==> config.mk <==
export PLATFORM = sky130hd
export DESIGN_NAME = apb_regfile_bridge
export DESIGN_NICKNAME = d
export VERILOG_FILES = /design/src/rtl/apb_regfile_bridge.sv
export SDC_FILE = /design/constraint.sdc
export NUM_CORES = 1
export LEC_CHECK = 0
export ABC_AREA = 1
export CORE_MARGIN = 2
export CORE_UTILIZATION = 46
export DETAILED_ROUTE_END_ITERATION = 12
export GPL_TIMING_DRIVEN = 1
export PLACE_DENSITY = 0.85
export SLEW_MARGIN = 20
export SYNTH_ARGS = -nofsm -noshare
export SYNTH_HDL_FRONTEND = slang
export SYNTH_SLANG_ARGS = --single-unit
==> constraint.sdc <==
create_clock -name clk -period 3.5 [get_ports clk]
set_input_delay 0.35 -clock clk [delete_from_list [all_inputs] [get_ports clk]]
set_output_delay 0.35 -clock clk [all_outputs]
set_load 0.02 [all_outputs]
==> src/rtl/apb_regfile_bridge.sv <==
// APB3 slave front-end for the 8x8 register file: decodes APB transfers, drives the
// regfile APB write path and read port 2, and stalls APB writes while the core owns the write port.
module apb_regfile_bridge #(
    parameter int unsigned MAX_WAIT = 16,
    parameter int unsigned APB_REG  = 7
) (
    input  logic       clk,
    input  logic       rst_n,
    input  logic       PSEL,
    input  logic       PENABLE,
    input  logic       PWRITE,
    input  logic [4:0] PADDR,
    input  logic [7:0] PWDATA,
    output logic [7:0] PRDATA,
    output logic       PREADY,
    output logic       PSLVERR,
    input  logic       core_wr_en,
    input  logic [2:0] core_wr_addr,
    input  logic [7:0] core_wr_data,
    output logic       reg_write_en,
    output logic [2:0] reg_write_addr,
    output logic [7:0] reg_write_data,
    output logic       apb_op,
    output logic [7:0] apb_data,
    output logic [2:0] reg2_read_addr,
    input  logic [7:0] reg2_read_data
);

    localparam int unsigned WCW = (MAX_WAIT > 2) ? $clog2(MAX_WAIT) : 1;
    localparam logic [WCW-1:0] WAIT_LAST = WCW'(MAX_WAIT - 2);

    typedef enum logic [1:0] {
        IDLE,
        RD_CAP,
        WR_WAIT,
        RESP
    } state_t;

    state_t         state;
    logic [7:0]     pwdata_q;
    logic [7:0]     apb_data_q;
    logic [WCW-1:0] wait_cnt;
    logic           setup;
    logic           dec_err;

    assign setup   = PSEL && !PENABLE;
    assign dec_err = (PADDR[1:0] != 2'b00) || (PWRITE && (PADDR[4:2] != 3'(APB_REG)));

    // Commit is decoded in the same cycle the core port is seen idle, so the strobe can
    // never coincide with a core write; apb_data presents the latched word during commit.
    assign apb_op         = (state == WR_WAIT) && PSEL && !core_wr_en;
    assign apb_data       = apb_op ? pwdata_q : apb_data_q;
    assign reg_write_en   = core_wr_en | apb_op;
    assign reg_write_addr = core_wr_addr;
    assign reg_write_data = core_wr_data;

    always_ff @(posedge clk or negedge rst_n) begin
        if (!rst_n) begin
            state          <= IDLE;
            PRDATA         <= '0;
            PREADY         <= 1'b0;
            PSLVERR        <= 1'b0;
            reg2_read_addr <= '0;
            pwdata_q       <= '0;
            apb_data_q     <= '0;
            wait_cnt       <= '0;
        end else begin
            PREADY  <= 1'b0;
            PSLVERR <= 1'b0;
            case (state)
                IDLE: begin
                    if (setup) begin
                        reg2_read_addr <= PADDR[4:2];
                        pwdata_q       <= PWDATA;
                        wait_cnt       <= '0;
                        if (dec_err) begin
                            state   <= RESP;
                            PREADY  <= 1'b1;
                            PSLVERR <= 1'b1;
                        end else if (PWRITE) begin
                            state <= WR_WAIT;
                        end else begin
                            state <= RD_CAP;
                        end
                    end
                end
                RD_CAP: begin
                    if (!PSEL) begin
                        state <= IDLE;
                    end else begin
                        PRDATA <= reg2_read_data;
                        PREADY <= 1'b1;
                        state  <= RESP;
                    end
                end
                WR_WAIT: begin
                    if (!PSEL) begin
                        state    <= IDLE;
                        wait_cnt <= '0;
                    end else if (!core_wr_en) begin
                        apb_data_q <= pwdata_q;
                        PREADY     <= 1'b1;
                        state      <= RESP;
                    end else if (wait_cnt == WAIT_LAST) begin
                        PREADY  <= 1'b1;
                        PSLVERR <= 1'b1;
                        state   <= RESP;
                    end else begin
                        wait_cnt <= wait_cnt + 1'b1;
                    end
                end
                RESP: begin
                    state    <= IDLE;
                    wait_cnt <= '0;
                end
                default: state <= IDLE;
            endcase
        end
    end

endmodule
==> flow_summary.ini <==
[clocking]
clockRootBuffer = clkbuf_8
cts_sinks = 35
hold_buffers = 0
postCtsResizedCells = 0
cts_tree = done
cts_max_path_buffers = 2
cts_buffers = 5
clkTransAtPathRegs_ns = 0.07
post_cts_buffers = 0
htreeDepth = 2
clk_latency_ns = 0.28

[synth]
synth_area_um2 = 1770
syn_inst = 210
synthTopCellsByArea = dfrtp_1 (49%), nand2_1 (19%), mux2_2 (5.1%), ha_1 (4.9%), buf_4 (4.7%)
synth_warnings = 0
yosys-top-cells-count = nand2_1 (91), dfrtp_1 (35), inv_1 (18)
yosys.area.top_type = dfrtp_1
avgSynthCellArea_um2 = 8.43
syn-num-nets = 255
synth_edf_count = 0
ys_seq_area_share_pct = 49.5
synth.distinct_cells = 23
synth_seq_cells = 35
synth-main-ff-cell = dfrtp_1
async_reset_ff_share_pct = 100
synth_top_area_share_pct = 49.5
yosysMostFrequentCell = nand2_1

[global_routing]
grt_pass1_vias = 1360
grt.total_usage_pct = 17.7
grt_overflow = 0
grt_pass1_wl_um = 5750
antenna_found_initial = 0
grt_start_max_net_pins = 36

[timing]
setup_tns_ns = 0
period_share_pct = 75.4
max_freq_mhz = 379
clock_skew_ns = 0.00389
hold_viol = 0
relSlewSlack_pct = 67.8
rsz0062_at_grt = false
worst_pin_slew_ns = 0.482
setup_viol = 0
final_max_slew_viol_count = 0
timing.final.crit_period_ns = 2.64

[power]
leakagePower_nw = 1.19
power_density_nw_per_um2 = 792
peakVddDrop_mv = 0.318

[placed_design]
routabilityCongestion = 0.838
portBuffers = 49
place_area_um2 = 2210
dp_hpwl_um = 2670

[worst_setup_path]
crit_slowest_cell = clkdlybuf4s50_1
path_common_cell = nand2_1
cp.arrival_ns = 2.29
r2r_start = state[0]
r2r_cells = 7
r2r_slack_ns = 1.69
required_ns = 3.15
critPathCaptureType = output port
cp_slowest_stage_delay_ns = 0.53
setup.worst_path.class = reg2out
worst-path-max-fanout = 11
critical_path.cell_chain = inv_1 -> ha_1 -> nand2_4 -> nor2_4 -> inv_2 -> nand2_1 -> nand2_1 -> clkdlybuf4s50_1
r2r-end = reg2_read_addr[2]
critPathLaunchType = flip-flop

[cells_and_area]
drive_gt1_share_pct = 9.88
n_fill_cell = 348
num_antenna_cells = 0
syn2layout_area_growth_pct = 29.8
nNetsFinal = 297
fin_area_um2 = 2300

[routing]
met3WireLength_um = 184
wl_per_cell_um = 11.6
met1_length_um = 1500
vias = 1403
wirelength_um = 3490
vias_per_cell = 4.66
ant_nets = 0
drtIter0Drc = 99
first_pass_iters = 4
dr_wl_met2_um = 1750
dr.max_layer_used = met4
drcViolationCount = 0

[run]
maxCapViolCount = 0

[floorplanning]
dieArea_um2 = 4360
start_util_pct = 48.0
die_w_um = 66.0
placeableCoreArea_um2 = 3690
num_rows = 22
io_pins = 72
fp.dieH_um = 66.0

[min_path]
worstHoldPathType = in2async

[run_status]
status = finished, final reports clean
-- cells by family (layout without fill, tap and decap cells) --
kind of cell / Yosys count / in the layout / synth area share, %
simple gates: 118 / 118 / 27.3
mux: 8 / 8 / 5.09
buf+inv: 34 / 77 / 10.5
flops: 35 / 35 / 49.5
compound gates: 8 / 8 / 2.69
fa+ha+maj: 7 / 7 / 4.95
-- worst max-delay path by stage --
stage	start	to	slack (ns)	cells past startpoint
floorplan	state[0]	apb_data[0]	1.88	7
finish	state[0]	apb_data[7]	0.86	8
detailed placement	PSEL	apb_data[2]	0.89	7
global placement	PSEL	apb_data[2]	0.97	7
global route	state[0]	apb_data[7]	0.67	8
CTS	state[0]	apb_data[2]	0.84	8
-- metrics by stage --
step                power (mW)  hold WS (ns)  instances  utilization [%]  setup slack (ns)
finish                    1.82         0.467        301             62.3             0.860
global route              1.96         0.494        301             62.3             0.670
CTS                       1.84         0.472        301             62.3             0.842
detailed placement        1.56         0.455        293             60.0             0.889
global placement          1.53         0.449        293             60.0             0.972
floorplan                 1.21        0.0544        210                -              1.88
-- layout by cell type, fill, tap and decap left out, drive strengths merged --
cell	instances
dfrtp	35
inv	19
nand2	94
nor2	15
clkinvlp	1
o21ai	5
mux2	8
clkdlybuf4s50	49
nand3	6
nand4	2
a21boi	1
clkinv	1
buf	1
a21oi	1
ha	7
clkbuf	6
or2	1
o22ai	1
-- critical path: cells and delay by family (launching register included) --
family	cells	cell delay, ns
and+or+nand+nor	4	0.51
buffers and inverters	3	0.81
adders and majority gates	1	0.26
DFF	1	0.42
-- power by group --
group	switching (mW)	internal, mW	total, mW	leakage (nW)
combinational	0.469	0.402	0.870	0.705
clock	0.135	0.139	0.274	0.0412
sequential	0.0929	0.583	0.676	0.442
total	0.697	1.12	1.82	1.19
-- final cells by class --
type | count | area [µm²] | area share (%)
Sequential cell | 35 | 876 | 38.1
Tap cell | 48 | 60.1 | 2.61
Inverter | 19 | 71.3 | 3.10
Timing Repair Buffer | 50 | 498 | 21.7
Multi-Input combinational cell | 141 | 708 | 30.8
Clock inverter | 2 | 12.5 | 0.544
Clock buffer | 6 | 72.6 | 3.16
-- registers in the layout (all words and copies together) (netlist names) --
register,count
PRDATA,8
apb_data_q,8
pwdata_q,8
wait_cnt,4
reg2_read_addr,3
state,2
PREADY,1
PSLVERR,1
-- per-layer routing --
metal / up-vias / track usage (%)
li1: 709 / -
met1: 651 / 20.1
met2: 38 / 31.3
met3: 5 / 3.58
met4: 0 / 8.93
met5: - / 0
No activity file was read; power rests on OpenSTA's default activity.
==> RTL edit: new RTL, same flow settings <==
Reset style: synchronous (`rst_n`), changed in one clocked block.
--- a/src/rtl/apb_regfile_bridge.sv
+++ b/src/rtl/apb_regfile_bridge.sv
@@ -54,7 +54,7 @@
     assign reg_write_addr = core_wr_addr;
     assign reg_write_data = core_wr_data;
 
-    always_ff @(posedge clk or negedge rst_n) begin
+    always_ff @(posedge clk) begin
         if (!rst_n) begin
             state          <= IDLE;
             PRDATA         <= '0;
Formal check against the unedited RTL: differs if rst_n is asserted again (counterexample within 4 cycles, from zero or initial values and one cycle with rst_n low); with rst_n held inactive, the same outputs for 10 cycles.
==> RTL edit against the original RTL <==
  * Via count rose by 1.3%
  * Cell area fell by 3.5%
  * Setup slack improved by 150 ps
  * Core utilization fell by 0.79 points
  * Wire length fell by 5.0%
  * Synthesized area fell by 4.2%
  * First-iteration DRC count fell by 12%
  * Largest power group unchanged
  * Sequential cell count did not move
  * Power fell by 30%
  * Largest cell class is now multi-input combinational cells
==> RTL edit: results (changes against the original RTL) <==
- Outcome: finished clean
- Adder-cell area share of the yosys netlist: 0.0516 (+0.00215)
- Register area share after synthesis: 0.413 (-0.0817)
- Synth unique cells: 26 (+13%)
- Seq. cell area: 701 sq um (-20%)
- Synth async-reset ratio: 0 (-1.00)
- Final #Nets: 307 (+3.4%)
- Dpl ws: 997 ps (+108 ps)
- GRT met1 Usage: 0.207 (+0.00560)
- Clock power frac: 0.213 (+0.062)
- Clk tree area frac: 0.0367 (-0.000356)
- Non-clk buf share: 0.224 (+0.00782)
- Mux cell area share after synthesis: 0 (-0.0509)
- Critical Path Fanout Max: 17 (+6)
- Internal power: 827 uW (-26%)
- Share of cells above drive strength 1: 0.129 (+0.0305)
- Vias per inst: 4.57 (-2.0%)
- Global-route wire length before repair: 5.90 mm (+2.5%)
- Vias in the first global route: 1,415 (+4.0%)
- Inverters: 31 (+12)
- VDD IR max: 0.000226 V (-29%)
- Post-synth top flop: dfxtp_1
- Slew Limit Headroom: 0.535 (-0.143)
- Number of clock buffers in the layout: 7 (+1)
- Total GRT Usage: 0.178 (+0.00123)
- Fill cells: 316 (-9.2%)
- Routed met2 length: 1.68 mm (-3.8%)
- Hold Crit Class: reg -> reg
- DP Area: 2140 sq um (-3.4%)
- Area grow syn2layout: 30.8%
- Placed cells: 303 (+3.4%)
- Pin count of the biggest net entering global routing: 22 (-39%)
- GR Util met2: 0.317 (+0.00388)
- Synth top cells by count: dfxtp_1 (35), nor2_1 (33), nand2_1 (30), inv_1 (26)
- Post-synthesis cell count: 222 (+5.7%)
- Worst clock skew: 5.46 ps (+1.57 ps)
- Mapped Nets: 267 (+4.7%)
- Wire length on met3: 131 um (-29%)
- Sequential cells: 35 (unchanged)
RTL edit: cell types whose count changed after synthesis, moves of 7 or more:
cell | before | now
o21ai_0 | 2 | 18
mux2_2 | 8 | 0
inv_1 | 18 | 26
dfxtp_1 | 0 | 35
a21oi_1 | 1 | 18
nand2_1 | 91 | 30
nor2_1 | 12 | 33
dfrtp_1 | 35 | 0
o21ai_2 | 1 | 8
RTL edit: critical path, cell delays in order:
cell and delay (ps):
clkdlybuf4s50_1 610, nand2_4 130, nor2_8 270, nand2_1 110, o21ai_2 90, inv_1 50, clkdlybuf4s50_1 530
RTL edit: final timing paths:
| kind | startpoint | endpoint | slack (ps) | cells after the start |
|---|---|---|---|---|
| setup / recovery | PSEL | apb_data[5] | 1010 | 7 |
| hold / removal | pwdata_q[5] | pwdata_q[5] | 460 | 2 |
| setup reg to reg | state[0] | PSLVERR | 1700 | 6 |
| hold reg to reg | pwdata_q[5] | pwdata_q[5] | 460 | 2 |
